**config.mk**
```make
export PLATFORM = sky130hd
export DESIGN_NAME = kbd_entry
export DESIGN_NICKNAME = d
export VERILOG_FILES = /design/src/rtl/kbd_entry.sv
export SDC_FILE = /design/constraint.sdc
export NUM_CORES = 1
export LEC_CHECK = 0
export CAP_MARGIN = 15
export CORE_MARGIN = 3
export CORE_UTILIZATION = 48
export CTS_BUF_LIST = sky130_fd_sc_hd__clkbuf_2
export CTS_CLUSTER_SIZE = 25
export DETAILED_ROUTE_END_ITERATION = 10
export GPL_TIMING_DRIVEN = 0
export MAX_ROUTING_LAYER = met4
export PLACE_DENSITY_LB_ADDON = 0.1
export SYNTH_ARGS = -nofsm -noshare
export SYNTH_HDL_FRONTEND = slang
export SYNTH_SLANG_ARGS = --single-unit
```
**constraint.sdc**
```tcl
create_clock -name clk256 -period 1.8 [get_ports clk256]
set_input_delay 0.18 -clock clk256 [delete_from_list [all_inputs] [get_ports clk256]]
set_output_delay 0.18 -clock clk256 [all_outputs]
set_load 0.005 [all_outputs]
```
**src/rtl/kbd_entry.sv**
```systemverilog
// kbd_entry: keypad entry controller for the alarm clock.
// Turns raw PS/2 set-2 keypad scan codes into BCD HH:MM values. Digits are
// shifted into a four-digit window; '*' commits the window as an alarm time
// and '-' commits it as a clock time, after an hours/minutes range check.
// Optional feature: define KBD_ENTRY_TIMEOUT_EN to discard a partial entry
// after TIMEOUT_CYCLES idle clk256 cycles.

module kbd_entry #(
    parameter int TIMEOUT_CYCLES = 1280
) (
    input  logic        clk256,
    input  logic        reset,
    input  logic [7:0]  key_code,
    output logic [15:0] entry,
    output logic [2:0]  digit_cnt,
    output logic [15:0] new_time,
    output logic        load_time,
    output logic        load_alarm,
    output logic        entry_err
);

    // Set-2 keypad scan codes and the break prefix
    localparam logic [7:0] KP_0      = 8'h70;
    localparam logic [7:0] KP_1      = 8'h69;
    localparam logic [7:0] KP_2      = 8'h72;
    localparam logic [7:0] KP_3      = 8'h7A;
    localparam logic [7:0] KP_4      = 8'h6B;
    localparam logic [7:0] KP_5      = 8'h73;
    localparam logic [7:0] KP_6      = 8'h74;
    localparam logic [7:0] KP_7      = 8'h6C;
    localparam logic [7:0] KP_8      = 8'h75;
    localparam logic [7:0] KP_9      = 8'h7D;
    localparam logic [7:0] KP_STAR   = 8'h7C;
    localparam logic [7:0] KP_MINUS  = 8'h7B;
    localparam logic [7:0] KEY_BREAK = 8'hF0;

    // Entry state machine encoding
    localparam logic [0:0] ST_IDLE  = 1'b0;
    localparam logic [0:0] ST_ENTRY = 1'b1;

    logic [7:0] key_d;
    logic       brk;
    logic [0:0] state;

    logic       key_event;
    logic       make_evt;
    logic       is_digit;
    logic       is_star;
    logic       is_minus;
    logic [3:0] digit_val;
    logic       entry_valid;
    logic       timeout_hit;

    // A key change is an event; while a break is pending the event is only
    // the released key, so it never counts as a make.
    assign key_event = (key_code != key_d);
    assign make_evt  = key_event && !brk && (key_code != KEY_BREAK);

    // Classify the current scan code as a digit, '*', '-' or anything else
    always_comb begin
        is_digit  = 1'b1;
        is_star   = 1'b0;
        is_minus  = 1'b0;
        digit_val = 4'd0;
        case (key_code)
            KP_0:     digit_val = 4'd0;
            KP_1:     digit_val = 4'd1;
            KP_2:     digit_val = 4'd2;
            KP_3:     digit_val = 4'd3;
            KP_4:     digit_val = 4'd4;
            KP_5:     digit_val = 4'd5;
            KP_6:     digit_val = 4'd6;
            KP_7:     digit_val = 4'd7;
            KP_8:     digit_val = 4'd8;
            KP_9:     digit_val = 4'd9;
            KP_STAR:  begin is_digit = 1'b0; is_star  = 1'b1; end
            KP_MINUS: begin is_digit = 1'b0; is_minus = 1'b1; end
            default:  is_digit = 1'b0;
        endcase
    end

    // Digits are always 0..9, so hours <= 23 reduces to a tens/ones test
    // and minutes <= 59 only depends on the minutes tens digit.
    assign entry_valid = ((entry[15:12] < 4'd2) ||
                          ((entry[15:12] == 4'd2) && (entry[11:8] <= 4'd3))) &&
                         (entry[7:4] <= 4'd5);

`ifdef KBD_ENTRY_TIMEOUT_EN
    localparam int CNT_W = $clog2(TIMEOUT_CYCLES + 1);

    logic [CNT_W-1:0] idle_cnt;

    // Count idle cycles of a partial entry; any make restarts the count
    always_ff @(posedge clk256 or posedge reset) begin
        if (reset) begin
            idle_cnt <= '0;
        end else if (make_evt || (state == ST_IDLE) || timeout_hit) begin
            idle_cnt <= '0;
        end else begin
            idle_cnt <= idle_cnt + CNT_W'(1);
        end
    end

    // Fires on the edge that completes the TIMEOUT_CYCLES-th idle cycle
    assign timeout_hit = (state == ST_ENTRY) && !make_evt &&
                         (idle_cnt == CNT_W'(TIMEOUT_CYCLES - 1));
`else
    logic unused_timeout;

    assign timeout_hit    = 1'b0;
    assign unused_timeout = (TIMEOUT_CYCLES > 0);
`endif

    // Track the previous code and the pending-break flag
    always_ff @(posedge clk256 or posedge reset) begin
        if (reset) begin
            key_d <= 8'h00;
            brk   <= 1'b0;
        end else begin
            key_d <= key_code;
            if (key_event) begin
                if (brk) begin
                    brk <= 1'b0;
                end else if (key_code == KEY_BREAK) begin
                    brk <= 1'b1;
                end
            end
        end
    end

    // Digit accumulation, commit/validate and timeout discard
    always_ff @(posedge clk256 or posedge reset) begin
        if (reset) begin
            state      <= ST_IDLE;
            entry      <= 16'h0000;
            digit_cnt  <= 3'd0;
            new_time   <= 16'h0000;
            load_time  <= 1'b0;
            load_alarm <= 1'b0;
            entry_err  <= 1'b0;
        end else begin
            load_time  <= 1'b0;
            load_alarm <= 1'b0;
            entry_err  <= 1'b0;
            if (make_evt && is_digit) begin
                entry <= {entry[11:0], digit_val};
                if (digit_cnt != 3'd4) begin
                    digit_cnt <= digit_cnt + 3'd1;
                end
                state <= ST_ENTRY;
            end else if (make_evt && (is_star || is_minus)) begin
                if (state == ST_IDLE) begin
                    entry_err <= 1'b1;
                end else begin
                    if (entry_valid) begin
                        new_time   <= entry;
                        load_alarm <= is_star;
                        load_time  <= is_minus;
                    end else begin
                        entry_err <= 1'b1;
                    end
                    entry     <= 16'h0000;
                    digit_cnt <= 3'd0;
                    state     <= ST_IDLE;
                end
            end else if (timeout_hit) begin
                entry     <= 16'h0000;
                digit_cnt <= 3'd0;
                state     <= ST_IDLE;
            end
        end
    end

endmodule

```
# == After elaboration in Yosys (flattened, before gate mapping) ==
# Cells that the tools add are included.
# totals
regBits,48
in_bits,10
output_inout_bits,38
wordCells,74
# classes
addsub,1
n_lt_le_gt_ge,3
eq_ne,18
n_mux,27
bitwise_logic,1
reduce_logical,15
# ops
op,count
$eq 8x7->1 const B,12
$mux 16,3
$pmux 4 s9,1
$mux 1,19
$mux 3,4
$reduce_or 10->1,1
$eq 8x8->1 const B,1
$ne 8x8->1,1
$ne 8x8->1 const B,1
$logic_and 1x1->1,6
$eq 4x2->1 const B,1
$le 4x2->1 const B,1
$le 4x3->1 const B,1
$lt 4x2->1 const B,1
$reduce_and 4->1,1
$reduce_bool 2->1,2
$add 3x1->3 const B,1
$ne 3x3->1 const B,1
$reduce_and 3->1,1
$logic_or 1x1->1,2
$ne 2x1->1 const B,1
$reduce_and 2->1,1
$logic_not 1->1,1
$not 1->1,1

# == Depth between registers and ports, before layout ==
# Gate-level depths: netlist (run 1).
# logic_depth
word_depth,8
depth_mapped,7
depth_no_buf,5

# == Least setup slack after synthesis (run 1) ==
# Ideal clock, no wire load.
# synth_path
path_kind,flip-flop to flip-flop
start,register entry[14]
end,register new_time[10]
setup_time_ns,0.125
arrival_ns,1.577
t_required_ns,1.675
slack_ns,0.098
path_stages_with_launch,7
path_buffers,1
cell_sequence,dfrtp_1 -> nor4b_2 -> nand3_1 -> nor2b_4 -> nand4_4 -> buf_6 -> mux2_4
# synth_between
elab_chain_len,5
word_cells_on_any_way,6
cone_classes,order compare: 1; eq/ne: 1; reduce/logical: 4
# synth_lines
element,line_no,rtl
"start, declared",14,"output logic [15:0] entry,"
"start signal, assigned",146,"entry <= {entry[11:0], digit_val};"
"parallel branches: the longest is 2 deep, another holds $lt 4x2->1",-,
$logic_or 1x1->1 (*),84,assign entry_valid = ((entry[15:12] < 4'd2) ||
$logic_and 1x1->1 (*),85,((entry[15:12] == 4'd2) && (entry[11:8] <= 4'd3))) &&
$reduce_and 4->1 (no source line) (*),-,
"end signal, assigned",156,new_time <= entry;
"end, declared",16,"output logic [15:0] new_time,"
# Every way passes the cells marked *.
# A chain may end at the register's enable or synchronous reset.

# == Final worst setup path (run 1) ==
# layout_path
start,register key_d[0]
end,register new_time[2]
# layout_between
elab_chain_len,6
word_cells_on_any_way,7
cone_classes,eq/ne: 1; bitwise: 1; reduce/logical: 5
# layout_lines
element,line_no,rtl
"start, declared",41,logic [7:0] key_d;
"start signal, assigned",120,key_d <= key_code;
$ne 8x8->1 (*),56,assign key_event = (key_code != key_d);
$logic_and 1x1->1 (*) (2 in a row),57,assign make_evt = key_event && !brk && (key_code != KEY_BREAK);
$logic_and 1x1->1,145,if (make_evt && is_digit) begin
$not 1->1 (no source line),-,
$reduce_and 4->1 (no source line) (*),-,
# Mark *: on every way between the ends. The rest lies on a longest branch, timed or not.

==> flow_results.xml, run 1 <==
<?xml version="1.0" encoding="UTF-8"?>
<metrics>
  <group name="logic_synthesis">
    <metric name="ys_seq_elements" unit="">48</metric>
    <metric name="postSynth.asyncResetShare" unit="%">100</metric>
    <metric name="yosysTopAreaCellShare" unit="%">51.5</metric>
    <metric name="synth.lib_cells_used.distinct" unit="">46</metric>
    <metric name="synth_nets" unit="">209</metric>
    <metric name="synth_sequential_area_ratio" unit="%">51.5</metric>
    <metric name="synth.cell_area" unit="mm^2">0.00233</metric>
    <metric name="avg_synthesized_cell_area" unit="um^2">11.8</metric>
    <metric name="synth.yosys.warnings" unit="">0</metric>
    <metric name="synth_flop_cell" unit="">sky130_fd_sc_hd__dfrtp_1</metric>
    <metric name="synth_top_cells_by_area" unit="">sky130_fd_sc_hd__dfrtp_1 (51%), sky130_fd_sc_hd__mux2_2 (4.3%), sky130_fd_sc_hd__mux2i_1 (3.9%)</metric>
    <metric name="synthesis.instances" unit="">197</metric>
    <metric name="number_of_enable_flip_flop_cells_after_synthesis" unit="">0</metric>
    <metric name="synth.largest_area_cell" unit="">sky130_fd_sc_hd__dfrtp_1</metric>
  </group>
  <group name="floorplan">
    <metric name="placementRows" unit="">24</metric>
    <metric name="boundaryPins" unit="">48</metric>
    <metric name="die-area" unit="mm^2">0.00573</metric>
    <metric name="dieWidth" unit="um">75.7</metric>
    <metric name="initial_cell_density_of_the_core" unit="%">51.5</metric>
    <metric name="dieHeight" unit="um">75.7</metric>
    <metric name="core_area" unit="mm^2">0.00453</metric>
  </group>
  <group name="finish">
    <metric name="final_net_count" unit="">270</metric>
    <metric name="fill_cells" unit="">374</metric>
    <metric name="final_core_util" unit="%">67.5</metric>
    <metric name="layout-drive-gt1-share" unit="%">20.5</metric>
    <metric name="area_added_between_synthesis_and_finish" unit="%">31.3</metric>
    <metric name="diodes" unit="">0</metric>
    <metric name="layout.cells.non_filler" unit="">324</metric>
  </group>
  <group name="setup_path">
    <metric name="crit_path_start_kind" unit="">flop</metric>
    <metric name="worst_setup_path_end_kind" unit="">flop</metric>
    <metric name="reg_to_reg_startpoint" unit="">key_d[0]$_DFF_PP0_</metric>
    <metric name="worst_ep_arrival_time" unit="ns">2.15</metric>
    <metric name="setup.worst_path.class" unit="">reg2reg</metric>
    <metric name="worst-path-max-fanout" unit="">8</metric>
    <metric name="launching_instance_or_port_of_the_critical_path" unit="">key_d[0]$_DFF_PP0_</metric>
    <metric name="rrSetupSlack" unit="ns">0.008</metric>
    <metric name="cp_data_required_time" unit="ns">2.15</metric>
  </group>
  <group name="sta">
    <metric name="finalSetupViolations" unit="">0</metric>
    <metric name="tightestPinTransition" unit="ns">0.445</metric>
    <metric name="fin_ws" unit="ns">0.00754</metric>
    <metric name="finalCriticalPeriod" unit="ns">1.79</metric>
    <metric name="max_freq" unit="GHz">0.558</metric>
    <metric name="finalSetupTns" unit="ns">0</metric>
    <metric name="drv_slew" unit="">0</metric>
    <metric name="final.setup_skew" unit="ns">0.0213</metric>
    <metric name="relSlewSlack" unit="%">70.2</metric>
    <metric name="post-route-period-util" unit="%">99.6</metric>
    <metric name="timing_hold_violations_final" unit="">0</metric>
    <metric name="grt_setup_unrepaired" unit="">true</metric>
  </group>
  <group name="clock_network">
    <metric name="insertion_delay" unit="ns">0.44</metric>
    <metric name="worst_setup_hold_path_clk_slew" unit="ns">0.24</metric>
    <metric name="cts_tree" unit="">built</metric>
    <metric name="cts_buf_count" unit="">5</metric>
    <metric name="cts_htree_levels" unit="">2</metric>
    <metric name="root_buffer" unit="">sky130_fd_sc_hd__clkbuf_2</metric>
    <metric name="clock-sinks" unit="">48</metric>
    <metric name="ctsLongestPathBuffers" unit="">2</metric>
  </group>
  <group name="placement">
    <metric name="hpwl_detailed" unit="um">3650</metric>
    <metric name="pre_cts_ws" unit="ns">-0.529</metric>
    <metric name="post-place-cells" unit="">310</metric>
    <metric name="routabilityCongestion" unit="">0.883</metric>
    <metric name="port_buffers" unit="">47</metric>
  </group>
  <group name="power_and_ir_drop">
    <metric name="static-leakage-power" unit="nW">1.40</metric>
    <metric name="max-vdd-ir-drop" unit="mV">0.433</metric>
    <metric name="power_density" unit="mW/mm^2">819</metric>
  </group>
  <group name="drt">
    <metric name="antenna_left" unit="">0</metric>
    <metric name="remaining_routing_drc_violations" unit="">0</metric>
    <metric name="drt_pass1_iterations" unit="">6</metric>
    <metric name="routed-via-count" unit="">1748</metric>
    <metric name="drt_first_iter_violations" unit="">94</metric>
    <metric name="routed_wl" unit="um">5170</metric>
    <metric name="avgRoutedWirePerCell" unit="um">16.0</metric>
    <metric name="route.detailed.vias_per_inst" unit="">5.40</metric>
  </group>
  <group name="outcome">
    <metric name="run_status" unit="">complete, no violations</metric>
  </group>
  <group name="hold_path">
    <metric name="timing.hold.worst.class" unit="">in2reg</metric>
    <metric name="min_from" unit="">key_code[1]</metric>
  </group>
  <group name="grt">
    <metric name="wire_length_of_the_first_global_routing_pass" unit="um">8250</metric>
    <metric name="globalRoute.totalOverflow" unit="">0</metric>
    <metric name="antenna_violations_before_repair" unit="">0</metric>
    <metric name="pin_count_of_the_biggest_net_entering_global_routing" unit="">35</metric>
    <metric name="groute.usage.overall" unit="%">19.5</metric>
    <metric name="first_global_vias" unit="">1713</metric>
  </group>
  <group name="run">
    <metric name="maxCapViolCount" unit="">0</metric>
  </group>
</metrics>
[report_power, final]
group	internal, mW	switching (mW)
logic	0.436	0.293
registers	1.21	0.120
clock network	0.0949	0.356
total	1.74	0.770
[worst paths after layout]
path                                             to  cells after the start
hold reg to reg            new_time[14]$_DFFE_PP0P_                      1
min in group asynchronous      entry[9]$_DFFE_PP0P_                      3
max in group asynchronous        key_d[4]$_DFF_PP0_                      4
setup reg to reg            new_time[2]$_DFFE_PP0P_                      6
hold / removal                   key_d[1]$_DFF_PP0_                      1
setup / recovery            new_time[2]$_DFFE_PP0P_                      6
[stage by stage]
| step | power, mW | area, um^2 | hold WS (ns) |
|---|---|---|---|
| 2_1_floorplan | 1.66 | 2330 | 0.211 |
| 3_5_place_dp | 2.03 | 2910 | 0.472 |
| 5_1_grt | 2.66 | 3060 | 0.153 |
| 3_3_place_gp | 2.00 | 2890 | 0.468 |
| 6_report | 2.51 | 3060 | 0.192 |
| 4_1_cts | 2.51 | 3000 | 0.174 |
[layout by cell type (no fill, tap or decap), drive strengths merged, types with 5 or more instances in the layout]
master	instances
buf	13
clkbuf	9
clkdlybuf4s50	46
dfrtp	48
inv	11
mux2	14
mux2i	9
nand2	6
nand3	5
nand4	12
nor2	6
nor2b	5
o21ai	19
o31ai	5
xnor2	8
[cell usage after synthesis (2+ instances only)]
| cell | instances |
|---|---|
| sky130_fd_sc_hd__clkbuf_1 | 3 |
| sky130_fd_sc_hd__a32o_1 | 3 |
| sky130_fd_sc_hd__xnor2_1 | 8 |
| sky130_fd_sc_hd__buf_6 | 5 |
| sky130_fd_sc_hd__nand4_1 | 11 |
| sky130_fd_sc_hd__inv_1 | 10 |
| sky130_fd_sc_hd__nand2b_1 | 3 |
| sky130_fd_sc_hd__nor2_1 | 6 |
| sky130_fd_sc_hd__buf_2 | 3 |
| sky130_fd_sc_hd__nor2b_1 | 4 |
| sky130_fd_sc_hd__ha_1 | 2 |
| sky130_fd_sc_hd__and2_1 | 4 |
| sky130_fd_sc_hd__o21ai_0 | 18 |
| sky130_fd_sc_hd__mux2_4 | 5 |
| sky130_fd_sc_hd__o31ai_1 | 5 |
| sky130_fd_sc_hd__dfrtp_1 | 48 |
| sky130_fd_sc_hd__nand3_2 | 2 |
| sky130_fd_sc_hd__a32oi_1 | 2 |
| sky130_fd_sc_hd__and3_1 | 4 |
| sky130_fd_sc_hd__nand3_1 | 3 |
| sky130_fd_sc_hd__mux2i_1 | 9 |
| sky130_fd_sc_hd__mux2_2 | 9 |
| sky130_fd_sc_hd__nand2_1 | 6 |
| sky130_fd_sc_hd__nor4b_2 | 2 |
[per-layer routing]
metal	track usage, %	vias to the layer above	share of wire [%]
met3	4.35	9	3.7
met5	-	-	0
met2	28.9	38	46
li1	-	843	-
met4	5.05	0	1.2
met1	27.0	858	49
[timing repair]
action	CTS	global route
hold buffers	1	1
pin swaps	1	5
buffers inserted	4	0
endpoints found under the hold margin	14	1
endpoints found under the setup margin	17	30
resized for setup	1	15
gates cloned	0	0
[logic make-up after synthesis]
family                     share of synthesized area, %
and+or+nand+nor                                    16.5
DFF                                                51.5
AOI/OAI and AO/OA                                  10.7
muxes                                              11.4
buffers and inverters                              5.47
xor gates and xnor gates                           3.38
adders and majority gates                          1.07
[cell type report]
| type | count | area [um^2] | area share, % |
|---|---|---|---|
| flip-flops and latches | 48 | 1200 | 39.2 |
| repair buffers | 54 | 556 | 18.1 |
| multi-input cells | 127 | 1040 | 33.9 |
| clock inverters | 3 | 17.5 | 0.572 |
| clock buffers | 5 | 25.0 | 0.817 |
| well taps | 65 | 81.3 | 2.66 |
| inverters | 10 | 37.5 | 1.23 |
| plain buffers | 12 | 106 | 3.47 |
[worst max-delay path, cell delays in order (launching register included)]
cell	delay (ns)
sky130_fd_sc_hd__dfrtp_1	0.44
sky130_fd_sc_hd__xnor2_1	0.14
sky130_fd_sc_hd__nand4_1	0.24
sky130_fd_sc_hd__o21ba_4	0.33
sky130_fd_sc_hd__nand4_4	0.12
sky130_fd_sc_hd__buf_12	0.14
sky130_fd_sc_hd__mux2_2	0.32
[sequential cells by signal (all words and copies together) (netlist names)]
signal,cells
load_time,1
new_time,16
entry,16
state,1
digit_cnt,3
load_alarm,1
key_d,8
brk,1
entry_err,1
No activity file was read; power rests on OpenSTA's default activity.
==> run 2: changes to the inputs <==
--- a/config.mk
+++ b/config.mk
@@ -5,10 +5,10 @@
 export SDC_FILE = /design/constraint.sdc
 export NUM_CORES = 1
 export LEC_CHECK = 0
-export CAP_MARGIN = 15
+export CAP_MARGIN = 40
 export CORE_MARGIN = 3
 export CORE_UTILIZATION = 48
-export CTS_BUF_LIST = sky130_fd_sc_hd__clkbuf_2
+export CTS_BUF_LIST = sky130_fd_sc_hd__clkbuf_4
 export CTS_CLUSTER_SIZE = 25
 export DETAILED_ROUTE_END_ITERATION = 10
 export GPL_TIMING_DRIVEN = 0
==> run 2 against run 1 <==
Compared with the run above:
- design area up 4.1%
- register-to-register slack better by 0.03 ns
- worst hold slack worse by 0.14 ns
- setup slack better by 0.020 ns
- die area unchanged
- clock power up 45%
- via count up 1.3%
- first-iteration DRC count up 4.3%
- global-route usage up 0.12 points
- clock-buffer cell count unchanged
- critical path depth up 2
- clock skew up 0.0013 ns
- critical endpoint is now new_time[12]$_DFFE_PP0P_
- largest power group unchanged
==> flow_results.xml, run 2 (synthesis gave the netlist of run 1 again) <==
<?xml version="1.0" encoding="UTF-8"?>
<metrics>
  <group name="outcome">
    <metric name="run_status" unit="">complete, no violations</metric>
  </group>
  <group name="sta">
    <metric name="max_freq" unit="GHz">0.564</metric>
    <metric name="relSlewSlack" unit="%">63.4</metric>
    <metric name="finalSetupViolations" unit="">0</metric>
    <metric name="timing_hold_violations_final" unit="">0</metric>
    <metric name="grt_setup_unrepaired" unit="">true</metric>
    <metric name="fin_ws" unit="ns">0.0272</metric>
    <metric name="drv_slew" unit="">0</metric>
    <metric name="finalSetupTns" unit="ns">0</metric>
    <metric name="finalCriticalPeriod" unit="ns">1.77</metric>
    <metric name="final.setup_skew" unit="ns">0.0225</metric>
    <metric name="tightestPinTransition" unit="ns">0.547</metric>
    <metric name="post-route-period-util" unit="%">98.5</metric>
  </group>
  <group name="grt">
    <metric name="groute.usage.overall" unit="%">19.6</metric>
    <metric name="pin_count_of_the_biggest_net_entering_global_routing" unit="">35</metric>
    <metric name="first_global_vias" unit="">1710</metric>
    <metric name="wire_length_of_the_first_global_routing_pass" unit="um">8270</metric>
    <metric name="antenna_violations_before_repair" unit="">0</metric>
    <metric name="globalRoute.totalOverflow" unit="">0</metric>
  </group>
  <group name="drt">
    <metric name="remaining_routing_drc_violations" unit="">0</metric>
    <metric name="avgRoutedWirePerCell" unit="um">16.1</metric>
    <metric name="routed-via-count" unit="">1770</metric>
    <metric name="routed_wl" unit="um">5250</metric>
    <metric name="drt_pass1_iterations" unit="">4</metric>
    <metric name="route.detailed.vias_per_inst" unit="">5.41</metric>
    <metric name="antenna_left" unit="">0</metric>
    <metric name="drt_first_iter_violations" unit="">98</metric>
  </group>
  <group name="setup_path">
    <metric name="rrSetupSlack" unit="ns">0.04</metric>
    <metric name="crit_chain" unit="">clkdlybuf4s50_1 &gt; buf_4 &gt; xnor2_1 &gt; nand4_1 &gt; o21ba_4 &gt; nand4_4 &gt; buf_8 &gt; mux2_4</metric>
    <metric name="worstSetupEndpoint" unit="">new_time[12]$_DFFE_PP0P_</metric>
    <metric name="setup.worst_path.class" unit="">in2reg</metric>
    <metric name="timing.reg2reg.worst_path_depth" unit="">6</metric>
    <metric name="worst-path-max-fanout" unit="">10</metric>
    <metric name="crit_slowest_cell" unit="">sky130_fd_sc_hd__clkdlybuf4s50_1</metric>
    <metric name="worst_setup_path_end_kind" unit="">flop</metric>
    <metric name="r2r_end" unit="">new_time[12]$_DFFE_PP0P_</metric>
    <metric name="worst_ep_arrival_time" unit="ns">2.04</metric>
    <metric name="cp_num_buf_inv" unit="">3</metric>
    <metric name="cp_data_required_time" unit="ns">2.07</metric>
    <metric name="launching_instance_or_port_of_the_critical_path" unit="">key_code[1]</metric>
    <metric name="cp_slowest_stage_delay" unit="ns">0.48</metric>
    <metric name="crit_path_start_kind" unit="">input pin</metric>
    <metric name="worstSetupPathDepth" unit="">8</metric>
    <metric name="reg_to_reg_startpoint" unit="">entry[14]$_DFFE_PP0P_</metric>
    <metric name="cp_top_family" unit="">buffers and inverters</metric>
  </group>
  <group name="clock_network">
    <metric name="cts_buf_count" unit="">5</metric>
    <metric name="clock-sinks" unit="">48</metric>
    <metric name="cts.hold.buffers_added" unit="">0</metric>
    <metric name="insertion_delay" unit="ns">0.38</metric>
    <metric name="ctsLongestPathBuffers" unit="">2</metric>
    <metric name="cts_htree_levels" unit="">2</metric>
    <metric name="worst_setup_hold_path_clk_slew" unit="ns">0.16</metric>
    <metric name="cts_tree" unit="">built</metric>
    <metric name="root_buffer" unit="">sky130_fd_sc_hd__clkbuf_4</metric>
  </group>
  <group name="power_and_ir_drop">
    <metric name="static-leakage-power" unit="nW">1.47</metric>
    <metric name="p_comb_share" unit="%">26.6</metric>
    <metric name="switching_power" unit="mW">0.786</metric>
    <metric name="power_density" unit="mW/mm^2">855</metric>
    <metric name="seq_power_share" unit="%">49.4</metric>
    <metric name="intPower" unit="mW">1.94</metric>
    <metric name="max-vdd-ir-drop" unit="mV">0.471</metric>
    <metric name="clkPwrFrac" unit="%">24.1</metric>
    <metric name="switching_share" unit="%">28.8</metric>
  </group>
  <group name="placement">
    <metric name="port_buffers" unit="">47</metric>
    <metric name="hpwl_detailed" unit="um">3640</metric>
    <metric name="routabilityCongestion" unit="">0.883</metric>
    <metric name="pre_cts_ws" unit="ns">-0.515</metric>
  </group>
  <group name="run">
    <metric name="maxCapViolCount" unit="">0</metric>
  </group>
  <group name="floorplan">
    <metric name="initial_cell_density_of_the_core" unit="%">51.5</metric>
    <metric name="dieWidth" unit="um">75.7</metric>
    <metric name="die-area" unit="mm^2">0.00573</metric>
    <metric name="placementRows" unit="">24</metric>
    <metric name="boundaryPins" unit="">48</metric>
    <metric name="core_area" unit="mm^2">0.00453</metric>
    <metric name="dieHeight" unit="um">75.7</metric>
  </group>
  <group name="finish">
    <metric name="reg.largest.list" unit="">entry (16), new_time (16), key_d (8)</metric>
    <metric name="layout-drive-gt1-share" unit="%">23.3</metric>
    <metric name="final_net_count" unit="">273</metric>
    <metric name="area_added_between_synthesis_and_finish" unit="%">36.6</metric>
    <metric name="final_common_cell" unit="">sky130_fd_sc_hd__dfrtp_1</metric>
    <metric name="diodes" unit="">0</metric>
    <metric name="layout_common_cells" unit="">sky130_fd_sc_hd__dfrtp_1 (48), sky130_fd_sc_hd__clkdlybuf4s50_1 (46), sky130_fd_sc_hd__o21ai_0 (18), sky130_fd_sc_hd__mux2_4 (13), sky130_fd_sc_hd__nand4_1 (11)</metric>
  </group>
  <group name="hold_path">
    <metric name="timing.hold.worst.class" unit="">in2async</metric>
  </group>
</metrics>
## run 2: layer usage
metal / share of wire [%] / routed length [um] / GRT usage [%]
met1: 47 / 2470 / 27.1
met2: 46 / 2430 / 28.7
met3: 5.4 / 281 / 4.75
met4: 1.3 / 69 / 5.63
met5: 0 / 0 / -
## run 2: per-stage QoR
stage	hold slack, ns	std cells	utilization (%)	instance area [um^2]	total power, mW
2_1_floorplan	0.211	197	-	2330	1.66
3_3_place_gp	0.468	309	63.6	2890	2.00
3_5_place_dp	0.471	310	64.1	2910	2.03
4_1_cts	0.0648	319	66.4	3010	2.68
5_1_grt	0.0401	327	70.3	3190	2.88
6_report	0.0526	327	70.3	3190	2.73
## run 2: how the worst min path moves through the flow
stage	from	to	depth (start not counted)
after floorplan	key_code[0]	key_d[0]$_DFF_PP0_	0
after global placement	new_time[7]$_DFFE_PP0P_	new_time[7]$_DFFE_PP0P_	1
after detailed placement	new_time[14]$_DFFE_PP0P_	new_time[14]$_DFFE_PP0P_	1
after CTS	reset	entry[9]$_DFFE_PP0P_	2
after global routing	key_code[0]	key_d[0]$_DFF_PP0_	1
final	reset	entry[9]$_DFFE_PP0P_	2
## run 2: cell type report
cell class | instances | area [um^2]
clock inverters | 3 | 42.5
repair buffers | 57 | 573
flip-flops and latches | 48 | 1200
clock buffers | 5 | 37.5
multi-input cells | 127 | 1110
inverters | 10 | 37.5
fillers | 344 | 1350
well taps | 65 | 81.3
plain buffers | 12 | 109
## run 2: power groups by stage
stage / Clock [mW] / Sequential, mW / Combinational, mW
final: 0.656 / 1.35 / 0.724
after floorplan: 0 / 1.34 / 0.319
after global routing: 0.711 / 1.37 / 0.802
after CTS: 0.665 / 1.34 / 0.674
after detailed placement: 0 / 1.36 / 0.667
after global placement: 0 / 1.36 / 0.644
## run 2: repair_timing
action	CTS	global route
setup endpoints to repair	18	30
gates resized for setup	2	29
pin swaps	1	10
setup buffers	1	8
==> run 3: changes to the inputs <==
--- a/config.mk
+++ b/config.mk
@@ -6,7 +6,7 @@
 export NUM_CORES = 1
 export LEC_CHECK = 0
 export CAP_MARGIN = 40
-export CORE_MARGIN = 3
+export CORE_MARGIN = 5
 export CORE_UTILIZATION = 48
 export CTS_BUF_LIST = sky130_fd_sc_hd__clkbuf_4
 export CTS_CLUSTER_SIZE = 25
==> run 3 against run 2 <==
Compared with the run above:
- sequential share of layout area up 0.61 points
- sequential power barely moved
- clock skew down 0.0071 ns
- non-clock buffer count decreased by 1
- final cell count up 0.31%
- clock power decreased by 5.2%
- combinational power is 2.9% lower
==> flow_results.xml, run 3 (synthesis gave the netlist of run 1 again) <==
<?xml version="1.0" encoding="UTF-8"?>
<metrics>
  <group name="finish">
    <metric name="register_area" unit="mm^2">0.00120</metric>
    <metric name="final_net_count" unit="">272</metric>
    <metric name="fill_cells" unit="">386</metric>
    <metric name="diodes" unit="">0</metric>
    <metric name="final_common_cell" unit="">sky130_fd_sc_hd__dfrtp_1</metric>
    <metric name="multiInputGateArea" unit="mm^2">0.00106</metric>
    <metric name="area_added_between_synthesis_and_finish" unit="%">34.6</metric>
    <metric name="final_core_util" unit="%">66.5</metric>
    <metric name="layout-drive-gt1-share" unit="%">22.6</metric>
    <metric name="reg.largest.list" unit="">entry (16), new_time (16), key_d (8)</metric>
    <metric name="layout_common_cells" unit="">sky130_fd_sc_hd__dfrtp_1 (47), sky130_fd_sc_hd__clkdlybuf4s50_1 (43), sky130_fd_sc_hd__o21ai_0 (18), sky130_fd_sc_hd__nand4_1 (11)</metric>
  </group>
  <group name="setup_path">
    <metric name="timing.reg2reg.worst_path_depth" unit="">6</metric>
    <metric name="reg_to_reg_startpoint" unit="">entry[10]$_DFFE_PP0P_</metric>
    <metric name="worstSetupEndpoint" unit="">new_time[11]$_DFFE_PP0P_</metric>
    <metric name="worst_ep_arrival_time" unit="ns">2.03</metric>
    <metric name="cp_data_required_time" unit="ns">2.05</metric>
    <metric name="worst-path-max-fanout" unit="">10</metric>
    <metric name="crit_path_start_kind" unit="">flop</metric>
    <metric name="setup.worst_path.class" unit="">reg2reg</metric>
    <metric name="launching_instance_or_port_of_the_critical_path" unit="">entry[10]$_DFFE_PP0P_</metric>
    <metric name="r2r_end" unit="">new_time[11]$_DFFE_PP0P_</metric>
    <metric name="worst_setup_path_end_kind" unit="">flop</metric>
    <metric name="rrSetupSlack" unit="ns">0.02</metric>
  </group>
  <group name="power_and_ir_drop">
    <metric name="static-leakage-power" unit="nW">1.45</metric>
    <metric name="power_density" unit="mW/mm^2">847</metric>
    <metric name="max-vdd-ir-drop" unit="mV">0.494</metric>
  </group>
  <group name="sta">
    <metric name="timing_hold_violations_final" unit="">0</metric>
    <metric name="drv_slew" unit="">0</metric>
    <metric name="finalSetupViolations" unit="">0</metric>
    <metric name="final.setup_skew" unit="ns">0.0154</metric>
    <metric name="tightestPinTransition" unit="ns">0.429</metric>
    <metric name="max_freq" unit="GHz">0.563</metric>
    <metric name="grt_setup_unrepaired" unit="">true</metric>
    <metric name="relSlewSlack" unit="%">71.4</metric>
    <metric name="finalCriticalPeriod" unit="ns">1.78</metric>
    <metric name="finalSetupTns" unit="ns">0</metric>
    <metric name="post-route-period-util" unit="%">98.7</metric>
  </group>
  <group name="drt">
    <metric name="avgRoutedWirePerCell" unit="um">15.5</metric>
    <metric name="remaining_routing_drc_violations" unit="">0</metric>
    <metric name="drt_pass1_iterations" unit="">4</metric>
    <metric name="routed_wl" unit="um">5080</metric>
    <metric name="antenna_left" unit="">0</metric>
    <metric name="drt_first_iter_violations" unit="">117</metric>
    <metric name="route.detailed.vias_per_inst" unit="">5.41</metric>
    <metric name="routed-via-count" unit="">1775</metric>
  </group>
  <group name="hold_path">
    <metric name="timing.hold.worst.class" unit="">in2reg</metric>
    <metric name="min_delay_path_depth" unit="">1</metric>
  </group>
  <group name="floorplan">
    <metric name="die-area" unit="mm^2">0.00636</metric>
    <metric name="core_area" unit="mm^2">0.00472</metric>
    <metric name="boundaryPins" unit="">48</metric>
    <metric name="initial_cell_density_of_the_core" unit="%">49.4</metric>
    <metric name="placementRows" unit="">25</metric>
    <metric name="dieHeight" unit="um">79.7</metric>
    <metric name="dieWidth" unit="um">79.7</metric>
  </group>
  <group name="outcome">
    <metric name="run_status" unit="">complete, no violations</metric>
  </group>
  <group name="placement">
    <metric name="routabilityCongestion" unit="">0.796</metric>
    <metric name="port_buffers" unit="">47</metric>
    <metric name="hpwl_detailed" unit="um">3680</metric>
  </group>
  <group name="clock_network">
    <metric name="ctsLongestPathBuffers" unit="">2</metric>
    <metric name="cts_buf_count" unit="">5</metric>
    <metric name="clock-sinks" unit="">48</metric>
    <metric name="cts_tree" unit="">built</metric>
    <metric name="cts_htree_levels" unit="">2</metric>
    <metric name="worst_setup_hold_path_clk_slew" unit="ns">0.12</metric>
    <metric name="insertion_delay" unit="ns">0.36</metric>
    <metric name="root_buffer" unit="">sky130_fd_sc_hd__clkbuf_4</metric>
  </group>
  <group name="grt">
    <metric name="groute.usage.overall" unit="%">17.4</metric>
    <metric name="globalRoute.totalOverflow" unit="">0</metric>
    <metric name="antenna_violations_before_repair" unit="">0</metric>
    <metric name="first_global_vias" unit="">1667</metric>
    <metric name="pin_count_of_the_biggest_net_entering_global_routing" unit="">35</metric>
    <metric name="wire_length_of_the_first_global_routing_pass" unit="um">8370</metric>
  </group>
  <group name="run">
    <metric name="maxCapViolCount" unit="">0</metric>
  </group>
</metrics>
==> run 3: per-stage QoR <==
stage	total power [mW]	setup slack (ns)	hold slack (ns)	instance area (um^2)	cells
final	2.66	0.0239	0.0278	3140	328
after floorplan	1.66	0.0980	0.211	2330	197
after detailed placement	2.02	-0.523	0.472	2910	312
after global placement	2.00	-0.481	0.468	2890	311
after CTS	2.66	0.0120	0.0684	3010	322
after global routing	2.82	-0.0393	0.0187	3140	328
==> run 3: how the worst min path moves through the flow <==
stage,endpoint,slack (ns),from
after floorplan,key_d[0]$_DFF_PP0_,0.21,key_code[0]
after global placement,new_time[15]$_DFFE_PP0P_,0.47,new_time[15]$_DFFE_PP0P_
after detailed placement,new_time[15]$_DFFE_PP0P_,0.47,new_time[15]$_DFFE_PP0P_
after CTS,brk$_DFFE_PP0N_,0.07,reset
after global routing,key_d[2]$_DFF_PP0_,0.02,key_code[2]
final,key_d[2]$_DFF_PP0_,0.03,key_code[2]
==> run 3: report_power, final <==
group          switching, mW  internal, mW  total, mW
combinational          0.282         0.422      0.703
sequential             0.125          1.21       1.33
clock                  0.332         0.291      0.622
total                  0.739          1.92       2.66
==> run 3: timing repair <==
action,in CTS,in global routing
hold buffers,0,1
buffers inserted,2,5
cloned,0,0
hold endpoints to repair,0,1
resized for setup,2,21
endpoints found under the setup margin,18,31
pin swaps,2,10
==> run 3: area by class of cell <==
class                           instances  share of cell area [%]
Multi-Input combinational cell        127                    33.7
Buffer                                 12                    3.15
Inverter                               10                    1.20
Sequential cell                        48                    38.3
Clock inverter                          3                    1.35
Timing Repair Buffer                   56                    18.4
Clock buffer                            5                    1.20
Tap cell                               67                    2.67
==> run 3: layer usage <==
layer  vias to the layer above  track usage (%)  share of wire [%]
met1                       874             23.1                 46
met4                         0             6.19                1.6
met2                        52             26.7                 48
li1                        841                -                  -
met5                         -                -                  0
met3                         8             3.27                4.7
==> run 3: worst max-delay path, cell delays in order, from the launching register on <==
cell,delay [ns]
sky130_fd_sc_hd__dfrtp_1,0.44
sky130_fd_sc_hd__o31ai_1,0.28
sky130_fd_sc_hd__nand3_1,0.19
sky130_fd_sc_hd__nor2b_4,0.16
sky130_fd_sc_hd__nand4_4,0.13
sky130_fd_sc_hd__buf_6,0.18
sky130_fd_sc_hd__mux2_4,0.29
